**src/rtl/sc_pkg.sv**
```systemverilog
// sc_pkg: shared widths, LFSR taps/seeds and FSM states for the stochastic multiplier.
package sc_pkg;
    localparam int SC_W = 8;
    localparam int SC_PERIOD = 255;
    localparam logic [SC_W-1:0] LFSR1_TAPS = 8'hB8;
    localparam logic [SC_W-1:0] LFSR2_TAPS = 8'hB4;
    localparam logic [SC_W-1:0] LFSR1_SEED = 8'h01;
    localparam logic [SC_W-1:0] LFSR2_SEED = 8'hFF;
    typedef enum logic [1:0] {RESET, RUN, DONE} state_t;
endpackage

```
**src/rtl/sc_lfsr.sv**
```systemverilog
// sc_lfsr: shift-left Fibonacci LFSR, feedback is the parity of the tapped bits entering bit0.
module sc_lfsr
    import sc_pkg::*;
#(
    parameter logic [SC_W-1:0] TAPS = LFSR1_TAPS,
    parameter logic [SC_W-1:0] SEED = LFSR1_SEED
) (
    input  logic            clk,
    input  logic            rst,
    input  logic            en,
    output logic [SC_W-1:0] q
);
    always_ff @(posedge clk) begin
        if (rst) q <= SEED;
        else if (en) q <= {q[SC_W-2:0], ^(q & TAPS)};
    end
endmodule

```
**src/rtl/multiplier.sv**
```systemverilog
// multiplier: unipolar stochastic multiply of a/255 by b/255 over one 255-cycle LFSR period.
module multiplier
    import sc_pkg::*;
(
    input  logic            clk,
    input  logic            rst,
    input  logic [SC_W-1:0] a,
    input  logic [SC_W-1:0] b,
    output logic [SC_W-1:0] x,
    output logic            done,
    output logic [SC_W-1:0] lfsr1_dbg,
    output logic [SC_W-1:0] lfsr2_dbg
);
    localparam logic [SC_W-1:0] LAST = SC_W'(SC_PERIOD - 1);
    state_t state, state_next;
    logic [SC_W-1:0] a_q, b_q, cnt;
    logic en, p;
    // RESET also accumulates: the first edge after release consumes the seed samples.
    assign en = state != DONE;
    assign p = (lfsr1_dbg <= a_q) && (lfsr2_dbg <= b_q);
    assign done = state == DONE;
    sc_lfsr #(.TAPS(LFSR1_TAPS), .SEED(LFSR1_SEED)) u_lfsr1 (.clk(clk), .rst(rst), .en(en), .q(lfsr1_dbg));
    sc_lfsr #(.TAPS(LFSR2_TAPS), .SEED(LFSR2_SEED)) u_lfsr2 (.clk(clk), .rst(rst), .en(en), .q(lfsr2_dbg));
    always_comb begin
        state_next = rst ? RESET
                   : state == RESET ? RUN
                   : (state == RUN && cnt == LAST) ? DONE
                   : state;
    end
    always_ff @(posedge clk) begin
        state <= state_next;
        if (rst) begin
            a_q <= a;
            b_q <= b;
            x   <= '0;
            cnt <= '0;
        end else if (en) begin
            x   <= x + SC_W'(p);
            cnt <= cnt + 1'b1;
        end
    end
endmodule

```
**config.mk**
```make
export PLATFORM = sky130hd
export DESIGN_NAME = multiplier
export DESIGN_NICKNAME = d
export VERILOG_FILES = /design/src/rtl/sc_pkg.sv /design/src/rtl/sc_lfsr.sv /design/src/rtl/multiplier.sv
export SDC_FILE = /design/constraint.sdc
export NUM_CORES = 1
export LEC_CHECK = 0
export BUFFER_PORTS_ARGS = -buffer_cell sky130_fd_sc_hd__buf_2
export CAP_MARGIN = 10
export CELL_PAD_IN_SITES_DETAIL_PLACEMENT = 0
export CELL_PAD_IN_SITES_GLOBAL_PLACEMENT = 1
export CORE_MARGIN = 8
export CORE_UTILIZATION = 42
export DETAILED_ROUTE_END_ITERATION = 16
export GPL_ROUTABILITY_DRIVEN = 0
export GPL_TIMING_DRIVEN = 0
export PLACE_DENSITY = 0.86
export SYNTH_ARGS = -nofsm -noshare
export SYNTH_HDL_FRONTEND = slang
export SYNTH_HIERARCHICAL = 1
export SYNTH_SLANG_ARGS = --single-unit
export TNS_END_PERCENT = 20
```
**constraint.sdc**
```tcl
create_clock -name clk -period 3.1 [get_ports clk]
set_clock_uncertainty 0.2 [all_clocks]
set_input_delay 0.465 -clock clk [delete_from_list [all_inputs] [get_ports clk]]
set_output_delay 0.465 -clock clk [all_outputs]
set_load 0.03 [all_outputs]
```
# [Word-level counts from Yosys, hierarchy flattened]
# Index checks and enable logic that the tools add are counted.
[totals] wordCells=25 register_bits=50 out_inout_bits=25 in_bits=18
[classes] n_reduce_logical=7 muxes=2 n_eq_ne=4 order_cmp=2 n_addsub=2
[ops] operator="8-bit less-or-equal comparator" count=2
[ops] operator="8-bit parity" count=2
[ops] operator="8-bit by 1-bit adder with 8-bit output" count=1
[ops] operator="8-bit by 1-bit adder with 8-bit output, second input constant" count=1
[ops] operator="8-bit equality test, second input constant" count=1
[ops] operator="2-bit by 1-bit equality test with 1-bit output, second input constant" count=1
[ops] operator="2-bit equality test, second input constant" count=1
[ops] operator="1-bit logical AND" count=2
[ops] operator="2-bit logical NOT" count=1
[ops] operator="1-bit 2-to-1 mux" count=2
[ops] operator="2-bit != test, second input constant" count=1
[ops] operator="2-bit nonzero test" count=1
[ops] operator="2-bit OR reduction" count=1

# [Logic depth before layout (Yosys ltp)]
[logic_depth] depth_word=4 ltp_mapped=13 ltp_nobuf=13

# [By module]
# Netlist, hierarchy kept.
[modules_own_cells] mod="multiplier" area_per_inst_um2=1654.1 cells_each=156 seq_area_each_um2=840.8 n_inst=1
[modules_own_cells] mod="sc_lfsr (u_lfsr1)" area_per_inst_um2=306.5 cells_each=30 seq_area_each_um2=160.2 n_inst=1
[modules_own_cells] mod="sc_lfsr (u_lfsr2)" area_per_inst_um2=302.8 cells_each=29 seq_area_each_um2=160.2 n_inst=1

# [Least setup slack after synthesis]
# No wires, ideal clock.
[synth_path] path_type="register to register" start="register u_lfsr1.q[1]" end="register x[5]" setup_ns=0.128 path_buffers=0 arrival_time_ns=2.324 stages_incl_launch_ff=13 path_slack_ns=0.448 synth_period_minus_slack_ns=2.652 required_ns=2.772 cell_sequence="dfxtp_1 -> ha_1 -> nor2b_1 -> o211ai_2 -> a21oi_1 -> a2111oi_1 -> o22a_1 -> ha_1 -> nand3_1 -> nor2_1 -> nand3_1 -> xor2_1 -> nor2_1"
[synth_via] elab_chain_cells=3
[synth_lines] item="start: declaration" line_no="sc_lfsr.sv:11" source="output logic [SC_W-1:0] q"
[synth_lines] item="start signal: assignment" line_no="sc_lfsr.sv:15" source="else if (en) q <= {q[SC_W-2:0], ^(q & TAPS)};"
[synth_lines] item="8-bit less-or-equal comparator" line_no="multiplier.sv:20" source="assign p = (lfsr1_dbg <= a_q) && (lfsr2_dbg <= b_q);"
[synth_lines] item="1-bit logical AND" line_no="multiplier.sv:20"
[synth_lines] item="8-bit by 1-bit adder with 8-bit output" line_no="multiplier.sv:38" source="x <= x + SC_W'(p);"
[synth_lines] item="end signal: assignment" line_no="multiplier.sv:38"
[synth_lines] item="end: declaration" line_no="multiplier.sv:9" source="output logic [SC_W-1:0] x,"
# No other way between the ends.
# A chain may end at the register's enable or synchronous reset.

# [Final worst setup path]
[layout_path] start="register u_lfsr2.q[1]" end="register x[7]"
[layout_via] elab_chain_cells=3
[layout_lines] item="start: declaration" line_no="sc_lfsr.sv:11"
[layout_lines] item="start signal: assignment" line_no="sc_lfsr.sv:15"
[layout_lines] item="8-bit less-or-equal comparator" line_no="multiplier.sv:20"
[layout_lines] item="1-bit logical AND" line_no="multiplier.sv:20"
[layout_lines] item="8-bit by 1-bit adder with 8-bit output" line_no="multiplier.sv:38"
# No other way between the ends.

==> run_results.csv <==
group,metric,value,unit
worst_setup_path,worst_setup_path_startpoint,"u_lfsr2/q[1]",
final_layout,layout.cells.non_filler,335,
floorplan,initial_utilization,0.440,
clocking,number_of_sinks_handled_by_clock_tree_synthesis,50,
status,status,"finished clean",
clocking,post-cts-setup-buffer-count,0,
synth,synth.ff_latch_count,50,
synth,ys_warn_count,6,
synth,synth.area.top_cells,"dfxtp_1, edfxtp_1, ha_1",
clocking,cts_repair_resize_count,0,
clocking,tritoncts.num_buffers,5,
worst_hold_path,worst_hold_startpoint,"b[3]",
clocking,htree_num_levels,2,
placed_design,io_buffers,42,
synth,post_synthesis_net_count,253,
final_layout,fin_nets,302,
synth,synth_cells,215,
drt,route.detailed.wl_per_inst,12.8,um
drt,finalWirelength,4.28,mm
worst_setup_path,crit_required,3.09,ns
floorplan,io_pins,43,
floorplan,placementRows,26,
sta,slew-limit-headroom,0.709,
grt,groute.usage.overall,0.112,
sta,fin_ws,0.323,ns
final_layout,layout-drive-gt1-share,0.219,
sta,rsz0062_at_grt,"false",
placed_design,post-dp-hpwl,3.15,mm
synth,synth_edf_count,16,
sta,min_period_over_period,0.896,
synth,ys_top_cells_by_count,"dfxtp_1, nor2_1, ha_1",
synth,synth_seq_area_share,0.513,
placed_design,placed_cells_incl_taps,327,
sta,min_period,2.78,ns
placed_design,post-place-ws,0.348,ns
grt,grt_antenna_before_repair,0,
worst_setup_path,critPathLaunchType,"register",
worst_setup_path,type_of_the_worst_setup_path,"reg -> reg",
sta,tightestPinTransition,0.436,ns
clocking,cts_max_path_buffers,2,
synth,post-synth-top-count-cell,"dfxtp_1",
flow_run,cap_viol_max_count,0,
pwr,pwr_density_cell,491,mW/mm^2
synth,ys.flop_type,"dfxtp_1",
grt,gr-total-overflow,0,
grt,grt_pass1_vias,1470,
floorplan,die_w,89.4,um
drt,first_iter_violations,51,
floorplan,die_height,89.4,um
sta,final-max-slew-violation-count,0,
sta,max_clk_rate,0.360,GHz
synth,netlist.top_cell.by_area,"dfxtp_1",
sta,fin_setup_tns,0,ns
grt,wire_length_of_the_first_global_routing_pass,6.85,mm
final_layout,antenna_cells_inserted,0,
synth,mean_instance_size_in_the_synthesized_netlist,10.5,sq um
clocking,clock_tree.root_cell,"clkbuf_8",
worst_setup_path,timing.critical_path.to_type,"register",
floorplan,floorplan.die_area,0.00799,sq mm
synth,post_synth_instance_area,0.00226,sq mm
sta,final-setup-viol-count,0,
drt,detail-route-antenna-nets,0,
worst_setup_path,critical_path.max_fanout,4,
sta,worst_hold_slack,0.133,ns
drt,via_count,1591,
synth,post_synth_num_cell_types,30,
clocking,cts.reportedPaths.clkPinSlew,0.09,ns
clocking,postCtsHoldBufs,0,
drt,detail_route.first_pass.iterations,5,
pwr,power.leakage,1.27,nW
worst_setup_path,critical_path.reg2reg.startpoint,"u_lfsr2/q[1]",
pwr,worst_case_vdd_ir_drop,0.000201,V
clocking,clock_latency,0.31,ns
worst_hold_path,hold_path_class,"in -> reg",
final_layout,syn2layout_area_growth,18.0,%
grt,largest_net_degree_at_the_start_of_global_routing,21,
clocking,tritoncts,"built",
drt,vias_per_cell,4.75,
floorplan,core-area,0.00514,sq mm
worst_setup_path,crit_path_arrival_time,2.77,ns
synth,synthDominantCellAreaShare,0.301,
sta,hold_vio_cnt_final,0,
drt,drc_errors,0,
synth,asyncSetResetFlopFracSynth,0,
[cells in the final DEF (no fill, tap or decap), drive strengths merged]
cell / instances
ha: 20
clkbuf: 7
o22a: 1
nand4: 9
nor3: 4
nand3: 3
a211oi: 1
o21ai: 2
nand2b: 1
xnor2: 8
nand3b: 1
clkinv: 2
a21oi: 10
edfxtp: 16
mux2i: 14
buf: 46
nand2: 18
nor2: 26
a31oi: 2
dfxtp: 34
inv: 20
and3: 2
a2111oi: 2
bufinv: 1
o211ai: 2
xor2: 9
nor2b: 2
or3: 2
[cells by family (layout without fill, tap and decap cells)]
family                     after synthesis  in the layout  synth area share
adders and majority gates               20             20             0.111
buffers and inverters                   26             76            0.0475
DFF                                     50             50             0.513
and+or+nand+nor                         68             68             0.142
muxes                                   14             14            0.0619
AOI/OAI and AO/OA                       20             20            0.0591
xor gates and xnor gates                17             17            0.0658
[worst paths after layout]
kind             to  slack [ns]  cells past startpoint
max            x[7]        0.32                     12
min          b_q[3]        0.13                      1
max reg2reg    x[7]        0.32                     12
min reg2reg    x[0]        0.28                      2
[metal layers]
metal / part of all wire / vias to the layer above / track usage
met4: 0.019 / 0 / 0.0544
met5: 0 / - / 0
li1: - / 832 / -
met1: 0.48 / 713 / 0.143
met2: 0.42 / 38 / 0.164
met3: 0.081 / 8 / 0.0386
[state kept, by name (all words and copies together), names as in the netlist]
name       count
u_lfsr2/q      8
x              8
u_lfsr1/q      8
state          2
cnt            8
a_q            8
b_q            8
[critical path: stages (launching register included)]
cell       delay (ns)
dfxtp_1          0.35
ha_1             0.32
nor2b_1          0.15
o211ai_2         0.13
a21oi_1          0.08
a2111oi_1        0.40
o22a_1           0.23
ha_1             0.18
nand3_1          0.08
nor2_1           0.24
nand3_1          0.13
xor2_1           0.15
nor2_1           0.05
[cell type report]
| cell class | instances | area [sq um] |
|---|---|---|
| Multi-Input combinational cell | 139 | 995 |
| Tap cell | 70 | 87.6 |
| Buffer | 6 | 32.5 |
| Inverter | 20 | 75.1 |
| Clock inverter | 3 | 40.0 |
| Fill cell | 490 | 2470 |
| Clock buffer | 5 | 68.8 |
| Sequential cell | 50 | 1160 |
| Timing Repair Buffer | 42 | 210 |
[report_power, final]
part | total, mW | switching (mW) | internal [mW]
registers | 0.728 | 0.0202 | 0.708
logic | 0.134 | 0.0801 | 0.0544
clock network | 0.448 | 0.211 | 0.238
total | 1.31 | 0.311 | 1.00
[through the flow]
| stage | area (sq um) | util | total power, mW |
|---|---|---|---|
| global placement | 2560 | 0.498 | 0.875 |
| floorplan | 2260 | - | 0.832 |
| global route | 2670 | 0.519 | 1.38 |
| detailed placement | 2560 | 0.498 | 0.878 |
| finish | 2670 | 0.519 | 1.31 |
| CTS | 2670 | 0.519 | 1.33 |
(Power assumes the default switching activity.)
